### config.mk
export PLATFORM = sky130hd
export DESIGN_NAME = machine_timer
export DESIGN_NICKNAME = d
export VERILOG_FILES = /design/src/rtl/machine_timer_pkg.sv /design/src/rtl/machine_timer_comparator.sv /design/src/rtl/machine_timer.sv
export SDC_FILE = /design/constraint.sdc
export NUM_CORES = 1
export LEC_CHECK = 0
export ABC_AREA = 1
export BUFFER_PORTS_ARGS = -buffer_cell sky130_fd_sc_hd__buf_2
export CAP_MARGIN = 5
export CORE_UTILIZATION = 60
export CTS_BUF_LIST = sky130_fd_sc_hd__clkbuf_4 sky130_fd_sc_hd__clkbuf_8
export DETAILED_ROUTE_END_ITERATION = 16
export HOLD_SLACK_MARGIN = 0.05
export PLACE_DENSITY = 0.82
export SLEW_MARGIN = 20
export SYNTH_ARGS = -nofsm -noshare
export SYNTH_HDL_FRONTEND = slang
export SYNTH_SLANG_ARGS = --single-unit
### constraint.sdc
create_clock -name clk -period 4.8 [get_ports clk]
set_input_delay 0.48 -clock clk [delete_from_list [all_inputs] [get_ports clk]]
set_output_delay 0.48 -clock clk [all_outputs]
set_load 0.1 [all_outputs]
### src/rtl/machine_timer_pkg.sv
// Shared constants and types for the machine timer: register offsets, FSM
// encoding and the mtimecmp reset value.
package machine_timer_pkg;

  localparam logic [15:0] MTIMECMP_BASE = 16'h4000;
  localparam logic [15:0] MTIME_LO      = 16'hBFF8;
  localparam logic [15:0] MTIME_HI      = 16'hBFFC;

  // All-ones keeps every hart quiet until software programs its compare value.
  localparam logic [63:0] MTIMECMP_RESET = 64'hFFFF_FFFF_FFFF_FFFF;

  typedef logic [0:0] state_t;
  localparam state_t IDLE    = 1'b0;
  localparam state_t RESPOND = 1'b1;

endpackage

### src/rtl/machine_timer_comparator.sv
// One hart's mtimecmp register with 32-bit half-write decode and the
// registered "mtime >= mtimecmp" interrupt request.
module machine_timer_comparator
  import machine_timer_pkg::*;
(
  input  logic        clk,
  input  logic        rst_n,
  input  logic        wr_lo_i,
  input  logic        wr_hi_i,
  input  logic [31:0] wdata_i,
  input  logic [63:0] mtime_i,
  output logic [63:0] mtimecmp_o,
  output logic        irq_o
);

  logic [63:0] cmp_q, cmp_d;
  logic        irq_q;

  always_comb begin
    cmp_d = cmp_q;
    if (wr_lo_i) cmp_d[31:0]  = wdata_i;
    if (wr_hi_i) cmp_d[63:32] = wdata_i;
  end

  // NOTE: sequential state uses non-blocking assignments so every flop samples
  // pre-edge values regardless of block ordering.
  always_ff @(posedge clk or negedge rst_n) begin
    if (!rst_n) begin
      cmp_q <= MTIMECMP_RESET;
      irq_q <= 1'b0;
    end else begin
      cmp_q <= cmp_d;
      irq_q <= (mtime_i >= cmp_q);
    end
  end

  assign mtimecmp_o = cmp_q;
  assign irq_o      = irq_q;

endmodule

### src/rtl/machine_timer.sv
// Memory-mapped machine timer: shared 64-bit mtime, per-hart mtimecmp and
// level interrupt requests. Optional prescaler under MACHINE_TIMER_PRESCALER_EN.
module machine_timer
  import machine_timer_pkg::*;
#(
  parameter int unsigned NUM_HARTS   = 2,
  parameter int unsigned TICK_DIVIDE = 4
) (
  input  logic                 clk,
  input  logic                 rst_n,
  input  logic                 bus_request_valid,
  output logic                 bus_request_ready,
  input  logic                 bus_write_enable,
  input  logic [15:0]          bus_address,
  input  logic [31:0]          bus_write_data,
  output logic                 bus_read_valid,
  output logic [31:0]          bus_read_data,
  output logic [NUM_HARTS-1:0] timer_interrupt_request
);

  if (NUM_HARTS < 1 || NUM_HARTS > 16) begin : g_bad_harts
    $error("machine_timer: NUM_HARTS must be 1..16");
  end
  if (TICK_DIVIDE < 1) begin : g_bad_divide
    $error("machine_timer: TICK_DIVIDE must be >= 1");
  end

  state_t      state_q, state_d;
  logic [63:0] mtime_q, mtime_d;
  logic [31:0] rdata_q, rdata_d;
  logic [31:0] rd_mux;
  logic        accept, wr, rd, tick;
  logic        mtime_lo_sel, mtime_hi_sel, mtime_wr;
  logic        cmp_hit;
  logic [3:0]  cmp_idx;
  logic [63:0] cmp_val [NUM_HARTS];
  logic        unused_addr_bits;

  assign unused_addr_bits = ^bus_address[1:0];

  assign bus_request_ready = (state_q == IDLE);
  assign bus_read_valid    = (state_q == RESPOND);
  assign bus_read_data     = rdata_q;

  assign accept = bus_request_valid && bus_request_ready;
  assign wr     = accept && bus_write_enable;
  assign rd     = accept && !bus_write_enable;

  assign mtime_lo_sel = (bus_address[15:2] == MTIME_LO[15:2]);
  assign mtime_hi_sel = (bus_address[15:2] == MTIME_HI[15:2]);
  assign mtime_wr     = wr && (mtime_lo_sel || mtime_hi_sel);

  // The 0x4000..0x407F window holds up to 16 harts at 8 bytes each.
  assign cmp_idx = bus_address[6:3];
  assign cmp_hit = (bus_address[15:7] == MTIMECMP_BASE[15:7]) && (32'(cmp_idx) < NUM_HARTS);

`ifdef MACHINE_TIMER_PRESCALER_EN
  localparam logic [15:0] TICK_LAST = 16'(TICK_DIVIDE - 1);

  logic [15:0] presc_q, presc_d;

  assign tick    = (presc_q == TICK_LAST);
  assign presc_d = (mtime_wr || tick) ? 16'd0 : presc_q + 16'd1;

  always_ff @(posedge clk or negedge rst_n) begin
    if (!rst_n) presc_q <= 16'd0;
    else        presc_q <= presc_d;
  end
`else
  assign tick = 1'b1;
`endif

  // NOTE: every signal assigned in always_comb gets a default first, so no
  // path leaves it unassigned and no latch is inferred.
  always_comb begin
    mtime_d = mtime_q;
    if (wr && mtime_lo_sel)      mtime_d[31:0]  = bus_write_data;
    else if (wr && mtime_hi_sel) mtime_d[63:32] = bus_write_data;
    else if (tick)               mtime_d        = mtime_q + 64'd1;
  end

  always_comb begin
    rd_mux = 32'd0;
    if (mtime_lo_sel)      rd_mux = mtime_q[31:0];
    else if (mtime_hi_sel) rd_mux = mtime_q[63:32];
    else if (cmp_hit) begin
      for (int h = 0; h < NUM_HARTS; h++) begin
        if (cmp_idx == 4'(h)) rd_mux = bus_address[2] ? cmp_val[h][63:32] : cmp_val[h][31:0];
      end
    end
  end

  always_comb begin
    state_d = state_q;
    rdata_d = rdata_q;
    case (state_q)
      IDLE: if (rd) begin
        state_d = RESPOND;
        rdata_d = rd_mux;
      end
      default: state_d = IDLE;
    endcase
  end

  always_ff @(posedge clk or negedge rst_n) begin
    if (!rst_n) begin
      state_q <= IDLE;
      mtime_q <= 64'd0;
      rdata_q <= 32'd0;
    end else begin
      state_q <= state_d;
      mtime_q <= mtime_d;
      rdata_q <= rdata_d;
    end
  end

  for (genvar h = 0; h < NUM_HARTS; h++) begin : g_hart
    machine_timer_comparator u_cmp (
      .clk        (clk),
      .rst_n      (rst_n),
      .wr_lo_i    (wr && cmp_hit && (cmp_idx == 4'(h)) && !bus_address[2]),
      .wr_hi_i    (wr && cmp_hit && (cmp_idx == 4'(h)) &&  bus_address[2]),
      .wdata_i    (bus_write_data),
      .mtime_i    (mtime_q),
      .mtimecmp_o (cmp_val[h]),
      .irq_o      (timer_interrupt_request[h])
    );
  end

endmodule

# Word level (Yosys, flattened, before mapping)
# Index checks and enable logic that the tools add are counted.
# totals
rom_bits	0
latchBits	0
out_inout_bits	36
elab_cells	49
input_bits	52
mem_count	0
reg_bits	227
ramBits	0
# op_classes
n_reduce_logical	17
n_eq_ne	5
shift	0
order_cmp	3
muxes	12
n_bitwise	1
multipliers	0
n_div	0
add_sub_neg	1
# ops
operator	n
$mux 32	10
$ge 64x64->1	2
$add 64x1->64 const B	1
$eq 14x14->1 const B	2
$logic_and 1x1->1	13
$eq 9x8->1 const B	1
$eq 4x1->1 const B	1
$logic_not 4->1	1
$lt 4x2->1 const B	1
$logic_not 1->1	2
$mux 1	2
$ne 2x2->1 const B	1
$reduce_and 2->1	1
$not 1->1	1

# Logic depth before layout (Yosys ltp)
# depth
ltp_word	6
depth_mapped	15
mapped_depth_nobuf	15

# By module
# A second synthesis with hierarchy kept.
# hier_totals
hier_cells	2559
area_unflattened_um2	16639.7
# modules_own_cells
mod	cells_each	seq_area_each_um2	area_each_um2	instances
machine_timer	1589	2427.3	8592.0	1
machine_timer_comparator	485	1706.6	4023.9	2

# Least setup slack after synthesis
# OpenSTA, ideal clock, no wires.
# synth_timing
path_kind	reg-to-reg
startpoint	reg state_q (netlist: bus_read_valid)
endpoint	reg mtime_q[5]
period_less_slack_ns	2.575
slack_ns	2.225
setup_ns	0.140
required_ns	4.660
path_stages_with_launch	11
t_arrival_ns	2.435
n_path_buf	3
path_cell_list	dfrtp_1 > inv_2 > nand3_1 > inv_2 > nand3_1 > buf_2 > inv_2 > buf_4 > buf_2 > nand2_1 > o221ai_1
# synth_via
elab_chain_len	5
elab_cells_between_ends	7
classes_between	eq/ne: 1; mux: 1; bitwise: 1; reduce/logical: 4
# synth_rtl
item	line_no	source
from (decl)	machine_timer.sv:28	state_t state_q, state_d;
from (signal assigned)	machine_timer.sv:111	state_q <= state_d;
$not 1->1 (no line) (*)	n/a	
named net bus_request_ready	machine_timer.sv:12	output logic bus_request_ready,
$logic_and 1x1->1 (*)	machine_timer.sv:45	assign accept = bus_request_valid && bus_request_ready;
$logic_and 1x1->1 (*)	machine_timer.sv:46	assign wr = accept && bus_write_enable;
$logic_and 1x1->1 (on tied branches)	machine_timer.sv:77, machine_timer.sv:78	
$ne 2x2->1 (no line) or $mux 32 (tied branches)	n/a	
to (signal assigned)	machine_timer.sv:112	mtime_q <= mtime_d;
to (decl)	machine_timer.sv:29	logic [63:0] mtime_q, mtime_d;
# Mark *: on every way through the listed nets, which the timed path passes. The rest lies on a longest branch.
# A chain may end at the register's enable or synchronous reset.

# Final worst setup path
# layout_timing
startpoint	reg mtime_q[12]
endpoint	reg mtime_q[57]
# layout_via
elab_chain_len	2
# layout_rtl
item	line_no	source
$add 64x1->64	machine_timer.sv:79	else if (tick) mtime_d = mtime_q + 64'd1;
$mux 32	machine_timer.sv:78	else if (wr && mtime_hi_sel) mtime_d[63:32] = bus_write_data;
# No other way between the ends.

==> impl_results.md <==
- GRT Util Overall: 38.6%
- Total CTS buffers: 41
- Synth unique cells: 38
- Syn nets: 2448
- FP Rows: 59
- Cells after Synth: 2267
- Worst hold stages: 2
- Setup_tns: 0 ns
- Primary FF master, synth: dfstp_2
- GR met3 Demand/Resource: 7.84%
- Nets: 2512
- GR Util met2: 60.8%
- RSZ-0062 raised after global routing: no
- Ports: 88
- Total of max-cap violations: 0
- Initial antenna violation count: 0
- Syn_area_per_cell: 7.19 um^2
- CP startpoint kind: flop
- Clk_skew: 0.0313 ns
- Slew Limit Fails: 0
- Hold crit path type: in -> reg
- Commonest non-fill, non-tap cell in the layout: nand2_1
- Mux cell area share after synthesis: 0%
- Peak VDD IR: 0.214 mV
- Outcome: completed
- Worst EP arrival: 3.17 ns
- Total gr overflow: 0
- Worst Path Required: 5.22 ns
- Power Dens Cells: 247 nW/um^2
- Post-Synth Adder-Cell Area: 9.90%
- WL per Instance: 19.7 um
- Port Buf Inserts: 85
- Hpwl dp: 37800 um
- Antenna diodes: 0
- CP max stage delay: 0.52 ns
- Starting Density: 61.8%
- Seq/Total Area, Yosys: 35.8%
- Vias per cell: 5.87
- Post-synthesis async set-or-reset flop share: 100%
- Die Width: 167 um
- DRC Markers: 0
- H-tree depth: 2
- Root Driver: clkbuf_8
- Fin util: 67.0%
- Met1 Track Usage GR: 52.1%
- TritonCTS clock tree: yes
- Simple-Gate Fraction of Synth Area: 28.2%
- Total die area: 27800 um^2
- Yosys reg bits: 227
- Core Region: 26400 um^2
- Endpoints failing setup: 0
- Total Wirelength: 53200 um
- Worst Setup End Kind: flop
- XOR/XNOR Fraction of Synth Area: 1.56%
- Vias: 15.8k
- Final Wtd Congestion: 1.02
- Crit-path max FO: 7
- Measured slew at the worst slew-check pin: 0.950 ns
- Area grow syn2layout: 8.42%
- GRT busiest layer: met2
- Fmax: 365 MHz
- Static leakage: 7.83 nW
- CTS Sinks: 227
- CP Cell Sequence: nand2_1, nor2_2, nand2_1, nor3_4, nand2_1, nor2_1, nand3_1, nand3_1, nand2_1
- Largest family of logic cells by synthesized area: simple AND/OR/NAND/NOR gates
- WS Path Type: reg -> reg
- Final hold violation count: 0
- Reg clk slew, reported paths: 0.07 ns
- First-pass GRT wire length: 83000 um
- Largest net degree at the start of global routing: 115
- Fin crit share: 57.1%
- CTS Buffer Depth: 3
- TritonRoute pass-1 iters: 7
- Share of cells above drive strength 1: 16.1%
- Setup WS pre-CTS: 1.62 ns
- Leading cell types in the layout, fill and taps excluded: 769 x nand2_1, 289 x inv_1, 147 x nor2_1
- Vias in the first global route: 15.3k
- Max-slew headroom: 36.7%
- Routed Antenna Nets: 0
- EDFF count, synth: 0
- Post-layout min period: 2.74 ns
- Initial DRC Count: 1568
- Cell mode on critical path: nand2_1
- Slowest stage cell, crit path: dfrtp_1
- Post-Syn Area: 16300 um^2
- Final WS setup: 2.06 ns
- Clock latency on the worst-skew pair: 0.56 ns
- R2R depth: 9
- Synth warn: 0
- Die Height: 167 um
- Compound-cell area share of the yosys netlist: 14.4%
## final cells by class
class	instances	area, um^2
multi-input cells	1659	8830
flip-flops and latches	227	5840
clock inverters	2	15.0
fillers	2356	8680
inverters	304	1140
well taps	335	419
clock buffers	71	871
repair buffers	98	551
## sequential cells by signal, indices dropped and copies added (netlist names)
name and cells:
g_hart.u_cmp.mtimecmp_o 128, mtime_q 64, bus_read_valid 1, bus_read_data 32, g_hart.u_cmp.irq_o 2
## final timing paths
path | startpoint | slack [ns] | end
max | mtime_q[12] | 2.06 | mtime_q[57]
min | bus_write_enable | 0.11 | bus_read_valid
max reg2reg | mtime_q[12] | 2.06 | mtime_q[57]
min reg2reg | bus_read_data[14] | 0.47 | bus_read_data[14]
max in group asynchronous | rst_n | 3.12 | mtime_q[27]
min in group asynchronous | rst_n | 0.58 | mtime_q[12]
## Yosys cell counts (2+ instances only)
library cell / instances / area share (%)
inv_1: 289 / 6.7
nor3_1: 20 / 0.61
o221ai_1: 4 / 0.21
o22ai_1: 26 / 1.0
xor2_1: 17 / 0.91
buf_2: 15 / 0.46
o21a_1: 5 / 0.23
nor3_2: 3 / 0.18
nand3_1: 125 / 3.8
buf_1: 6 / 0.14
nand2_4: 6 / 0.41
a22o_1: 32 / 1.7
inv_2: 11 / 0.25
ha_1: 129 / 9.9
nand2_1: 769 / 18
nand4_1: 29 / 1.1
nor2_1: 149 / 3.4
buf_4: 3 / 0.14
clkbuf_1: 29 / 0.67
clkinv_1: 3 / 0.069
xnor2_1: 12 / 0.64
dfrtp_1: 99 / 15
nor3_4: 4 / 0.40
o211ai_1: 27 / 1.2
o21bai_1: 2 / 0.092
buf_6: 24 / 1.7
o21ai_2: 47 / 2.5
o21ai_1: 118 / 3.6
nor2_2: 6 / 0.23
nor4_1: 2 / 0.077
nand3b_1: 2 / 0.092
o21ai_0: 59 / 1.8
a21oi_1: 63 / 1.9
dfstp_2: 128 / 21
## critical path: cells and delay by family, from the launching register on
kind,cells,cell delay [ns]
simple gates,9,2.08
flops,1,0.52
## layer usage
metal / vias to the layer above / wire length, um
met4: 0 / 2090
met5: - / 0
met3: 161 / 4960
li1: 7459 / -
met2: 778 / 23600
met1: 7440 / 22600
## where the power goes
part           leakage (nW)  switching [mW]  total (mW)  internal [mW]
clock network         0.467           0.841        1.97           1.13
registers              2.64          0.0617        2.01           1.94
logic                  4.72           0.271       0.394          0.123
total                  7.83            1.17        4.37           3.20
## repair_timing
| action | CTS | global route |
|---|---|---|
| buffers inserted | 0 | 0 |
| hold buffers | 1 | 0 |
| gates resized for setup | 0 | 0 |
| hold endpoints to repair | 18 | 0 |
## through the flow
| stage | hold WS (ns) | area, um^2 | cells | power (mW) |
|---|---|---|---|---|
| 2_1_floorplan | 0.184 | 16300 | 2267 | 2.24 |
| 3_3_place_gp | 0.456 | 16800 | 2622 | 2.39 |
| 3_5_place_dp | 0.460 | 16800 | 2622 | 2.41 |
| 4_1_cts | 0.0917 | 17700 | 2696 | 4.37 |
| 5_1_grt | 0.104 | 17700 | 2696 | 4.51 |
| 6_report | 0.109 | 17700 | 2696 | 4.37 |
## cell families after synthesis
| kind of cell | count (synthesis) |
|---|---|
| simple gates | 1117 |
| compound gates | 384 |
| buf+inv | 381 |
| flops | 227 |
| fa+ha+maj | 129 |
| xor+xnor | 29 |
Power figures use the tool's default switching activity.
